--- src/rtl/fifo_rd_packer_pkg.sv ---
// ---------------------------------------------------------------------------
// fifo_rd_packer_pkg
//
// Shared definitions for the FIFO read-side packer:
//   DEFAULT_FIFO_WIDTH  - default width of one FIFO word
//   DEFAULT_PACK_RATIO  - default number of FIFO words per packed word
//   packer_state_e      - packer FSM states
//   fill_width()        - width of a counter that must hold 0..ratio
// ---------------------------------------------------------------------------
package fifo_rd_packer_pkg;

    localparam int DEFAULT_FIFO_WIDTH = 16;
    localparam int DEFAULT_PACK_RATIO = 4;

    // PK_FILL  : accumulating FIFO words into lanes
    // PK_HOLD  : accumulator full, waiting for the output register to free
    // PK_FLUSH : partial word closed by flush, waiting for the output register
    typedef enum logic [1:0] {
        PK_FILL  = 2'd0,
        PK_HOLD  = 2'd1,
        PK_FLUSH = 2'd2
    } packer_state_e;

    // The fill counter must represent the value "ratio" itself (full), so it
    // needs one more code than a plain lane index.
    function automatic int fill_width(input int ratio);
        return $clog2(ratio + 1);
    endfunction

endpackage

--- src/rtl/fifo_rd_packer_acc.sv ---
// ---------------------------------------------------------------------------
// fifo_rd_packer_acc
//
// Lane accumulator for the FIFO read packer. Holds PACK_RATIO lanes of
// FIFO_WIDTH bits and a fill counter. A captured word is written to
// lane[fill]. The "merged" outputs show the accumulator as it will look
// after the capture of the current cycle, so the owner can move a word to
// its output register on the same edge the last lane lands.
//
// Ports:
//   clk, rst_n     - clock, asynchronous active-low reset
//   capture        - write capture_data into lane[fill] this edge
//   capture_data   - FIFO word to capture
//   clear          - empty the accumulator this edge (overrides capture)
//   fill           - registered number of occupied lanes
//   merged_fill    - fill including this cycle's capture
//   merged_word    - lanes including this cycle's capture, lane 0 in LSBs
//   merged_mask    - bit i set when lane i of merged_word holds data
// ---------------------------------------------------------------------------
module fifo_rd_packer_acc
    import fifo_rd_packer_pkg::*;
#(
    parameter int FIFO_WIDTH = DEFAULT_FIFO_WIDTH,
    parameter int PACK_RATIO = DEFAULT_PACK_RATIO,
    localparam int FILL_W    = fill_width(PACK_RATIO)
) (
    input  logic                             clk,
    input  logic                             rst_n,
    input  logic                             capture,
    input  logic [FIFO_WIDTH-1:0]            capture_data,
    input  logic                             clear,
    output logic [FILL_W-1:0]                fill,
    output logic [FILL_W-1:0]                merged_fill,
    output logic [PACK_RATIO*FIFO_WIDTH-1:0] merged_word,
    output logic [PACK_RATIO-1:0]            merged_mask
);

    localparam int IDX_W = $clog2(PACK_RATIO);

    logic [PACK_RATIO-1:0][FIFO_WIDTH-1:0] lanes;
    logic [PACK_RATIO-1:0][FIFO_WIDTH-1:0] merged_lanes;
    logic [IDX_W-1:0]                      lane_idx;

    // The issue rule never lets a capture arrive while the accumulator is
    // full, so the low bits of fill are always a valid lane index here.
    assign lane_idx = fill[IDX_W-1:0];

    // Lanes are zeroed on clear so that a later partial word carries zeros
    // in its unused lanes without any extra masking on the output path.
    always_ff @(posedge clk or negedge rst_n) begin
        if (!rst_n) begin
            lanes <= '0;
            fill  <= '0;
        end else if (clear) begin
            lanes <= '0;
            fill  <= '0;
        end else if (capture) begin
            lanes[lane_idx] <= capture_data;
            fill            <= merged_fill;
        end
    end

    assign merged_fill = fill + FILL_W'(capture);

    always_comb begin
        merged_lanes = lanes;
        if (capture) begin
            merged_lanes[lane_idx] = capture_data;
        end
    end

    assign merged_word = merged_lanes;

    // Lanes below the fill count are occupied: mask = (1 << fill) - 1.
    always_comb begin
        merged_mask = '0;
        for (int i = 0; i < PACK_RATIO; i++) begin
            merged_mask[i] = (i < int'(merged_fill));
        end
    end

endmodule

--- src/rtl/fifo_rd_packer.sv ---
// ---------------------------------------------------------------------------
// fifo_rd_packer
//
// Consumer of a synchronous FIFO read port. Requests words only when the
// FIFO is non-empty and the accumulator has room for every word already in
// flight, captures the read data one cycle later, and packs PACK_RATIO words
// into one wide word offered on a valid/ready output. A flush pulse closes a
// partial word and emits it with a lane mask.
//
// Ports:
//   clk, rst_n     - clock, asynchronous active-low reset
//   fifo_data_out  - FIFO read data, valid the cycle after an accepted rd_en
//   fifo_empty     - FIFO empty flag
//   fifo_rd_en     - FIFO read request (combinational)
//   flush          - single-cycle request to emit the partial word
//   out_data       - packed word, lane 0 (oldest FIFO word) in the LSBs
//   out_mask       - bit i set when lane i holds valid data
//   out_valid      - out_data/out_mask valid
//   out_ready      - consumer accepts when out_valid && out_ready
//   busy           - any word accumulating, in flight, pending or offered
// ---------------------------------------------------------------------------
module fifo_rd_packer
    import fifo_rd_packer_pkg::*;
#(
    parameter int FIFO_WIDTH = DEFAULT_FIFO_WIDTH,
    parameter int PACK_RATIO = DEFAULT_PACK_RATIO
) (
    input  logic                             clk,
    input  logic                             rst_n,
    input  logic [FIFO_WIDTH-1:0]            fifo_data_out,
    input  logic                             fifo_empty,
    output logic                             fifo_rd_en,
    input  logic                             flush,
    output logic [FIFO_WIDTH*PACK_RATIO-1:0] out_data,
    output logic [PACK_RATIO-1:0]            out_mask,
    output logic                             out_valid,
    input  logic                             out_ready,
    output logic                             busy
);

    localparam int                FILL_W    = fill_width(PACK_RATIO);
    localparam logic [FILL_W-1:0] FULL_FILL = FILL_W'(PACK_RATIO);
    localparam logic [FILL_W:0]   RATIO_EXT = (FILL_W + 1)'(PACK_RATIO);

    packer_state_e                    state;
    logic                             inflight;
    logic                             flush_pend;

    logic [FILL_W-1:0]                fill;
    logic [FILL_W-1:0]                merged_fill;
    logic [FIFO_WIDTH*PACK_RATIO-1:0] merged_word;
    logic [PACK_RATIO-1:0]            merged_mask;

    logic [FILL_W:0]                  demand;
    logic                             slot_free;
    logic                             merged_full;
    logic                             resolve_flush;
    logic                             load_word;

    fifo_rd_packer_acc #(
        .FIFO_WIDTH (FIFO_WIDTH),
        .PACK_RATIO (PACK_RATIO)
    ) u_acc (
        .clk          (clk),
        .rst_n        (rst_n),
        .capture      (inflight),
        .capture_data (fifo_data_out),
        .clear        (load_word),
        .fill         (fill),
        .merged_fill  (merged_fill),
        .merged_word  (merged_word),
        .merged_mask  (merged_mask)
    );

    // Lanes already claimed: captured words plus the word still in flight.
    // A read is only issued when it is guaranteed a lane, which also blocks
    // reads in PK_HOLD (fill is full) and PK_FLUSH (flush_pend is set).
    // rst_n gates the request so reset drops it without waiting for an edge.
    assign demand     = {1'b0, fill} + {{FILL_W{1'b0}}, inflight};
    assign fifo_rd_en = rst_n && !fifo_empty && !flush_pend && (demand < RATIO_EXT);

    assign slot_free     = !out_valid || out_ready;
    assign merged_full   = (merged_fill == FULL_FILL);
    assign resolve_flush = flush_pend && !inflight;

    // A word moves to the output register when the slot is free and either
    // the accumulator completes this edge, a word is already waiting in
    // PK_HOLD/PK_FLUSH, or a pending flush finds a non-empty accumulator.
    // Completion uses the merged view, so the last lane and the transfer
    // share one edge.
    assign load_word = slot_free &&
                       ((state != PK_FILL) || merged_full ||
                        (resolve_flush && (merged_fill != '0)));

    assign busy = (fill != '0) || inflight || out_valid || flush_pend;

    // A flush that finds a full accumulator emits it with an all-ones mask,
    // which falls out of the same mask generation as the partial case.
    // A flush pulse while one is already pending is ignored.
    always_ff @(posedge clk or negedge rst_n) begin
        if (!rst_n) begin
            state      <= PK_FILL;
            inflight   <= 1'b0;
            flush_pend <= 1'b0;
            out_valid  <= 1'b0;
            out_data   <= '0;
            out_mask   <= '0;
        end else begin
            inflight <= fifo_rd_en;

            if (load_word) begin
                out_valid <= 1'b1;
                out_data  <= merged_word;
                out_mask  <= merged_mask;
            end else if (out_ready) begin
                out_valid <= 1'b0;
            end

            if (flush_pend) begin
                if (resolve_flush && ((merged_fill == '0) || load_word)) begin
                    flush_pend <= 1'b0;
                end
            end else begin
                flush_pend <= flush;
            end

            if (load_word) begin
                state <= PK_FILL;
            end else if (merged_full) begin
                state <= PK_HOLD;
            end else if (resolve_flush && (merged_fill != '0)) begin
                state <= PK_FLUSH;
            end else begin
                state <= PK_FILL;
            end
        end
    end

endmodule

--- config.mk ---
export PLATFORM = sky130hd
export DESIGN_NAME = fifo_rd_packer
export DESIGN_NICKNAME = d
export VERILOG_FILES = /design/src/rtl/fifo_rd_packer_pkg.sv /design/src/rtl/fifo_rd_packer_acc.sv /design/src/rtl/fifo_rd_packer.sv
export SDC_FILE = /design/constraint.sdc
export NUM_CORES = 1
export LEC_CHECK = 0
export BUFFER_PORTS_ARGS = -buffer_cell sky130_fd_sc_hd__buf_2
export CORE_MARGIN = 5
export CORE_UTILIZATION = 40
export CTS_CLUSTER_DIAMETER = 30
export CTS_CLUSTER_SIZE = 30
export DETAILED_ROUTE_END_ITERATION = 8
export SETUP_SLACK_MARGIN = 0.4
export SLEW_MARGIN = 20
export SYNTH_ARGS = -nofsm -noshare
export SYNTH_HDL_FRONTEND = slang
export SYNTH_SLANG_ARGS = --single-unit
--- constraint.sdc ---
create_clock -name clk -period 2.8 [get_ports clk]
set_clock_uncertainty 0.2 [all_clocks]
set_input_delay 0.56 -clock clk [delete_from_list [all_inputs] [get_ports clk]]
set_output_delay 0.56 -clock clk [all_outputs]
set_load 0.01 [all_outputs]
==> metrics, run 1 <==
status=finished, final reports clean; GRT Residual Overflow=0; antenna violations before repair=0; Seq/Total Area, Yosys=roughly three fifths; area of the multi-input gates=about 0.0023 mm²; Post-DP Area=0.00669 mm²; Hold Vio Cnt, Final=0; cells after synthesis=572; sequential power share=36.9%; setup_tns=0 ns; drt total wl=about 18000 µm; crit start category=flop; Lkg Pwr=3.19 nW; ANT cells=0; CTS Root Buffer Type=clkbuf_16; Row Count=44; Final WS setup=0.278 ns; CP arrival=approximately 1.8 ns; Clk pwr share=around a quarter; Routed Antenna Nets=0; die width=133 µm; input/output buffers=91; pre-CTS setup slack=about 0.37 ns; clk sinks=between 100 and 150; max-slew violations=0; global-route wire length before repair=around 28000 µm; DIE AREA=0.0176 mm²; Tcrit/Tclk final=90.1%; Tot Pwr=between 8 and 9 mW; CP Capture Type=output port; synthesized area per cell=10.5 µm²; required time worst endpoint=between 2 and 2.5 ns; design area=0.00747 mm²; FF/Latch Area=approximately 0.0035 mm²; synth unique cells=36; fin util=between 50% and 60%; CORE AREA=~0.015 mm²; worst-margin pin slew=roughly 0.76 ns; Switch Pwr=around 3.2 mW; flops & latches, synth=between 100 and 150; starting density of the core=around 41%; Detailed Place HPWL=about 11000 µm; final setup vio count=0; wire per inst=between 20 and 25 µm; Worst-Skew Late Latency=0.42 ns; Pre-antenna DRT Iters=5; drt drc=0; Worst IR Drop VDD=between 0.5 and 0.6 mV; minimum clock period=2.52 ns; max frequency=0.397 GHz; CTS tree=done; pin count of the biggest net entering global routing=between 100 and 150; Layout area overhead=23.9%; layout cell share with drive strength beyond 1=24.5%; Comb power frac=around 39%; vias per inst=about 6; Non-Filler Instances=~850; Die H=~130 µm; Slew HR=approximately half; CTS Buf Count=17; Reg clk slew, reported paths=~0.050 ns; synthesized area=approximately 0.006 mm²; Placer Congestion=0.806; Final #Nets=between 600 and 700; all-layer global routing usage=about a fifth; R2R Path Start=u_acc.fill[0]; Switching Share=around 37%; RSZ-0062 raised after global routing=yes; Pwr Density=~1200 mW/mm²; largest buffer count on any clock path=2; H-tree depth=4; Critical path origin=u_acc.fill[0]; critical path fanouts, max=3; Hold WS=between 0.06 and 0.07 ns; warnings from Yosys=0; Net Count, Synth=about 600; total number of vias=5046; I/O Pins=between 90 and 100; P_int=between 5 and 6 mW; vias in the first global route=roughly 5000; placed cell count=roughly 810; worst hold path class=in -> async; Fillers=1300; number of max-cap violations=0; DR iter-0 viols=approximately 420; critical path class=reg -> out
[what timing repair did]
action                                  in CTS  in global routing
endpoints found under the setup margin      65                 61
setup buffers                                2                  7
gates cloned                                 0                  3
resized for setup                            9                  7
pin swaps                                    3                  3
hold buffers                                 0                  0
[synth_stat cells, drive strengths merged]
library cell	number	area share, %
a21oi	53	4.4
xnor2	1	0.15
a41oi	48	7.0
nor2b	2	0.21
and2	1	0.10
o21ai	3	0.25
a22o	2	0.29
nand2	105	6.6
and3	1	0.10
o32a	1	0.17
o21a	1	0.12
or2	2	0.21
a211oi	64	8.0
ha	2	0.42
nor3	3	0.62
dfrtp	140	58
nor4	2	0.21
a31oi	1	0.10
mux2i	18	3.0
buf	31	3.1
a32o	1	0.17
inv	1	0.062
o22a	1	0.15
o22ai	16	1.7
nand2b	2	0.21
clkbuf	24	1.5
nand3	3	0.25
xor2	1	0.27
nor2	42	2.7
[path summary, 6_finish.rpt]
check | endpoint | slack [ns] | depth (start not counted)
max | fifo_rd_en | 0.28 | 6
min | out_data[8] | 0.06 | 2
max reg2reg | out_data[8] | 0.45 | 8
min reg2reg | out_mask[3] | 0.30 | 1
max in group asynchronous | out_data[51] | 1.76 | 2
min in group clk | flush_pend | 0.17 | 2
[layout by cell type, fill, tap and decap left out, drive strengths merged, types with 2 or more instances in the layout]
master / n
dfrtp: 140
buf: 118
nand2: 105
a211oi: 64
a21oi: 53
a41oi: 48
nor2: 42
clkbuf: 27
mux2i: 18
o22ai: 16
clkinv: 5
nor3: 3
nand3: 3
o21ai: 3
nor2b: 2
nor4: 2
a22o: 2
ha: 2
nand2b: 2
or2: 2
[logic make-up after synthesis]
kind of cell / Yosys count / synth area share, %
buffers and inverters: 56 / 4.65
multiplexers: 18 / 2.99
AO/OA/AOI/OAI: 191 / 22.3
flip-flops: 140 / 58.1
adder cells (fa/ha/maj): 2 / 0.415
AND/OR/NAND/NOR: 163 / 11.1
XOR/XNOR: 2 / 0.415
[routing by layer]
| layer | share of wire [%] | GRT usage, % | vias to the layer above |
|---|---|---|---|
| li1 | - | - | 2287 |
| met4 | 1.9 | 7.27 | 0 |
| met3 | 5.2 | 5.01 | 29 |
| met5 | 0 | 0 | - |
| met2 | 49 | 33.3 | 147 |
| met1 | 43 | 26.2 | 2583 |
[registers in the layout, summed over array words and instances, names as in the netlist]
name,cells
out_data,64
state,2
flush_pend,1
u_acc.fill,3
out_valid,1
out_mask,4
inflight,1
u_acc.lanes,64
[worst max-delay path, stage by stage, from the launching register on]
cell     delay (ns)
dfrtp_1        0.41
ha_4           0.18
ha_4           0.18
xnor2_4        0.14
nand3_2        0.12
a31oi_4        0.18
buf_6          0.13
[layout make-up]
cell class	count	area share, %
Inverter	1	0.0503
Timing Repair Buffer	120	11.0
Clock buffer	25	6.64
Sequential cell	140	46.9
Multi-Input combinational cell	376	31.4
Clock inverter	7	0.838
Tap cell	184	3.08
[power by group through the flow]
| stage | logic [mW] | registers [mW] | clock network (mW) |
|---|---|---|---|
| 2_1_floorplan | 1.86 | 3.37 | 0 |
| 3_3_place_gp | 3.14 | 3.21 | 0 |
| 3_5_place_dp | 3.24 | 3.23 | 0 |
| 4_1_cts | 3.27 | 3.20 | 2.16 |
| 5_1_grt | 3.70 | 3.28 | 2.25 |
| 6_report | 3.36 | 3.21 | 2.13 |
Power figures use the tool's default switching activity.
==> inputs of run 2 (changes only) <==
--- a/config.mk
+++ b/config.mk
@@ -6,7 +6,6 @@
 export NUM_CORES = 1
 export LEC_CHECK = 0
 export BUFFER_PORTS_ARGS = -buffer_cell sky130_fd_sc_hd__buf_2
-export CORE_MARGIN = 5
 export CORE_UTILIZATION = 40
 export CTS_CLUSTER_DIAMETER = 30
 export CTS_CLUSTER_SIZE = 30
==> run 2 against run 1 <==
Effect of this change: the flow now finishes with violations (design-rule violations); global-route usage increased by 2.4 points; final cell count decreased by 1.3%; critical path type unchanged; sequential power about the same; total power increased by 0.28%; die area decreased by 12%; worst setup slack improved by 0.022 ns; design area decreased by 1.7%; routed wire length decreased by 6.9%; sequential share of layout area increased by 0.82 points; count of clock-buffer cells in the layout decreased by 1; core utilization decreased by 0.88 points; via count decreased by 1.2%.
==> metrics, run 2 (synthesis gave the netlist of run 1 again) <==
Final #Nets=669 (-1.5%); failing checks=design-rule violations; status=finished with violations; Worst-Skew Late Latency=0.42 ns (about the same); global-route wire length before repair=27000 µm (-3.2%); critical path's largest stage delay=0.41 ns (about the same); pin count of the biggest net entering global routing=141 (unchanged); Tcrit/Tclk final=89.3% (-0.78 points); CP arrival=1.74 ns (-0.02 ns); worst hold path class=in -> async; critical path class=reg -> out; R2R depth=8 (unchanged); RSZ-0062 raised after global routing=yes; ANT cells=0 (unchanged); final setup vio count=0 (unchanged); setup_tns=0 ns (unchanged); largest buffer count on any clock path=2 (unchanged); layout cell share with drive strength beyond 1=22.9% (-1.6 points); Reg clk slew, reported paths=0.05 ns (about the same); GRT Residual Overflow=0 (unchanged); CTS Root Buffer Type=clkbuf_16; Layout area overhead=21.7%; die width=125 µm (-6.0%); I/O Pins=92 (unchanged); Die H=125 µm (-6.0%); critical path fanouts, max=2 (-1); R2R setup slack=0.43 ns (-0.02 ns); Slew HR=43.8% (-5.3 points); number of max-cap violations=0 (unchanged); starting density of the core=41.2% (unchanged); all-layer global routing usage=22.6% (+2.4 points); Pwr Density=1190 mW/mm² (+2.0%); Row Count=44 (unchanged); cell mode on critical path=ha_4; minimum clock period=2.50 ns (-0.0219 ns); CORE AREA=0.0146 mm² (unchanged); Lkg Pwr=3.13 nW (-1.9%); required time worst endpoint=2.04 ns (about the same); Worst IR Drop VDD=0.472 mV (-14%); Pre-antenna DRT Iters=9 (+4); max frequency=0.400 GHz (+0.88%); antenna violations before repair=0 (unchanged); crit start category=flop; Routed Antenna Nets=0 (unchanged); Detailed Place HPWL=10300 µm (-4.4%); drt total wl=17000 µm (-6.9%); total number of vias=4984 (-1.2%); most frequent cells in the layout=140 x dfrtp_1, 104 x nand2_1, 90 x buf_2, 64 x a211oi_1, 52 x a21oi_1; max-slew violations=0 (unchanged); DIE AREA=0.0156 mm² (-12%); commonest non-fill, non-tap cell in the layout=dfrtp_1; R2R Path Start=u_acc.fill[0]; input/output buffers=91 (unchanged); CP Capture Type=output port; H-tree depth=4 (unchanged); Placer Congestion=0.800 (-0.76%); CP max-delay cell=dfrtp_1; vias per inst=5.92 (about the same); design area=0.00734 mm² (-1.7%); clk sinks=140 (unchanged); Hold Vio Cnt, Final=0 (unchanged); Post-DP Area=0.00668 mm² (-0.11%); Critical path origin=u_acc.fill[0]; DR iter-0 viols=480 (+15%); worst-margin pin slew=0.841 ns (+0.0777 ns); wire per inst=20.2 µm (-5.6%); vias in the first global route=4915 (-2.0%); drt drc=7 (+7); biggest regs=out_data (64), u_acc.lanes (64), out_mask (4); Hold WS=0.0707 ns (+0.00722 ns); CTS Buf Count=17 (unchanged); CP cell instances=ha_4 > ha_4 > xnor2_2 > nand3_1 > a31oi_2 > buf_2; Worst R2R End=out_data[59]; CTS tree=done
run 2: worst max-delay path: cells and delay by family, from the launching register on:
family / cells / cell delay [ns]
flops: 1 / 0.41
fa+ha+maj: 2 / 0.36
compound gates: 1 / 0.16
buf+inv: 1 / 0.15
xor+xnor: 1 / 0.14
simple gates: 1 / 0.10
run 2: cell type report:
type,count,area [µm²]
Clock buffer,24,482
Timing Repair Buffer,110,692
Multi-Input combinational cell,376,2310
Inverter,1,3.75
Fill cell,1312,7310
Clock inverter,7,113
Tap cell,184,230
Sequential cell,140,3500
run 2: timing repair:
action / CTS / global route
hold buffers: 0 / 0
gates resized for setup: 4 / 3
pin swaps: 3 / 0
endpoints found under the setup margin: 49 / 71
buffers inserted: 2 / 1
run 2: layer usage:
layer  GRT usage (%)  up-vias  wire length, µm  share of wire [%]
met2            35.7      157             8210                 48
met3            4.81       33              823                4.8
met1            29.6     2526             7500                 44
met5               0        -                0                  0
li1                -     2268                -                  -
met4            11.0        0              431                2.5
run 2: worst max-delay path by stage:
stage,cells past startpoint,end,slack (ns)
finish,6,fifo_rd_en,0.30
global route,6,fifo_rd_en,0.21
CTS,6,fifo_rd_en,0.26
detailed placement,7,out_data[59],0.33
global placement,7,out_data[46],0.45
floorplan,5,fifo_rd_en,0.41
run 2: power by group:
| part | switching [mW] | total, mW | internal, mW |
|---|---|---|---|
| sequential | 0.406 | 3.20 | 2.79 |
| combinational | 1.90 | 3.25 | 1.35 |
| clock | 0.809 | 2.27 | 1.46 |
run 2: stage by stage:
step / util (%) / worst slack [ns] / std cells / power [mW]
global route: 50.1 / 0.210 / 842 / 9.24
floorplan: - / 0.413 / 572 / 5.23
CTS: 49.9 / 0.264 / 841 / 8.76
finish: 50.1 / 0.300 / 842 / 8.72
global placement: 45.6 / 0.452 / 808 / 6.34
detailed placement: 45.6 / 0.331 / 808 / 6.45
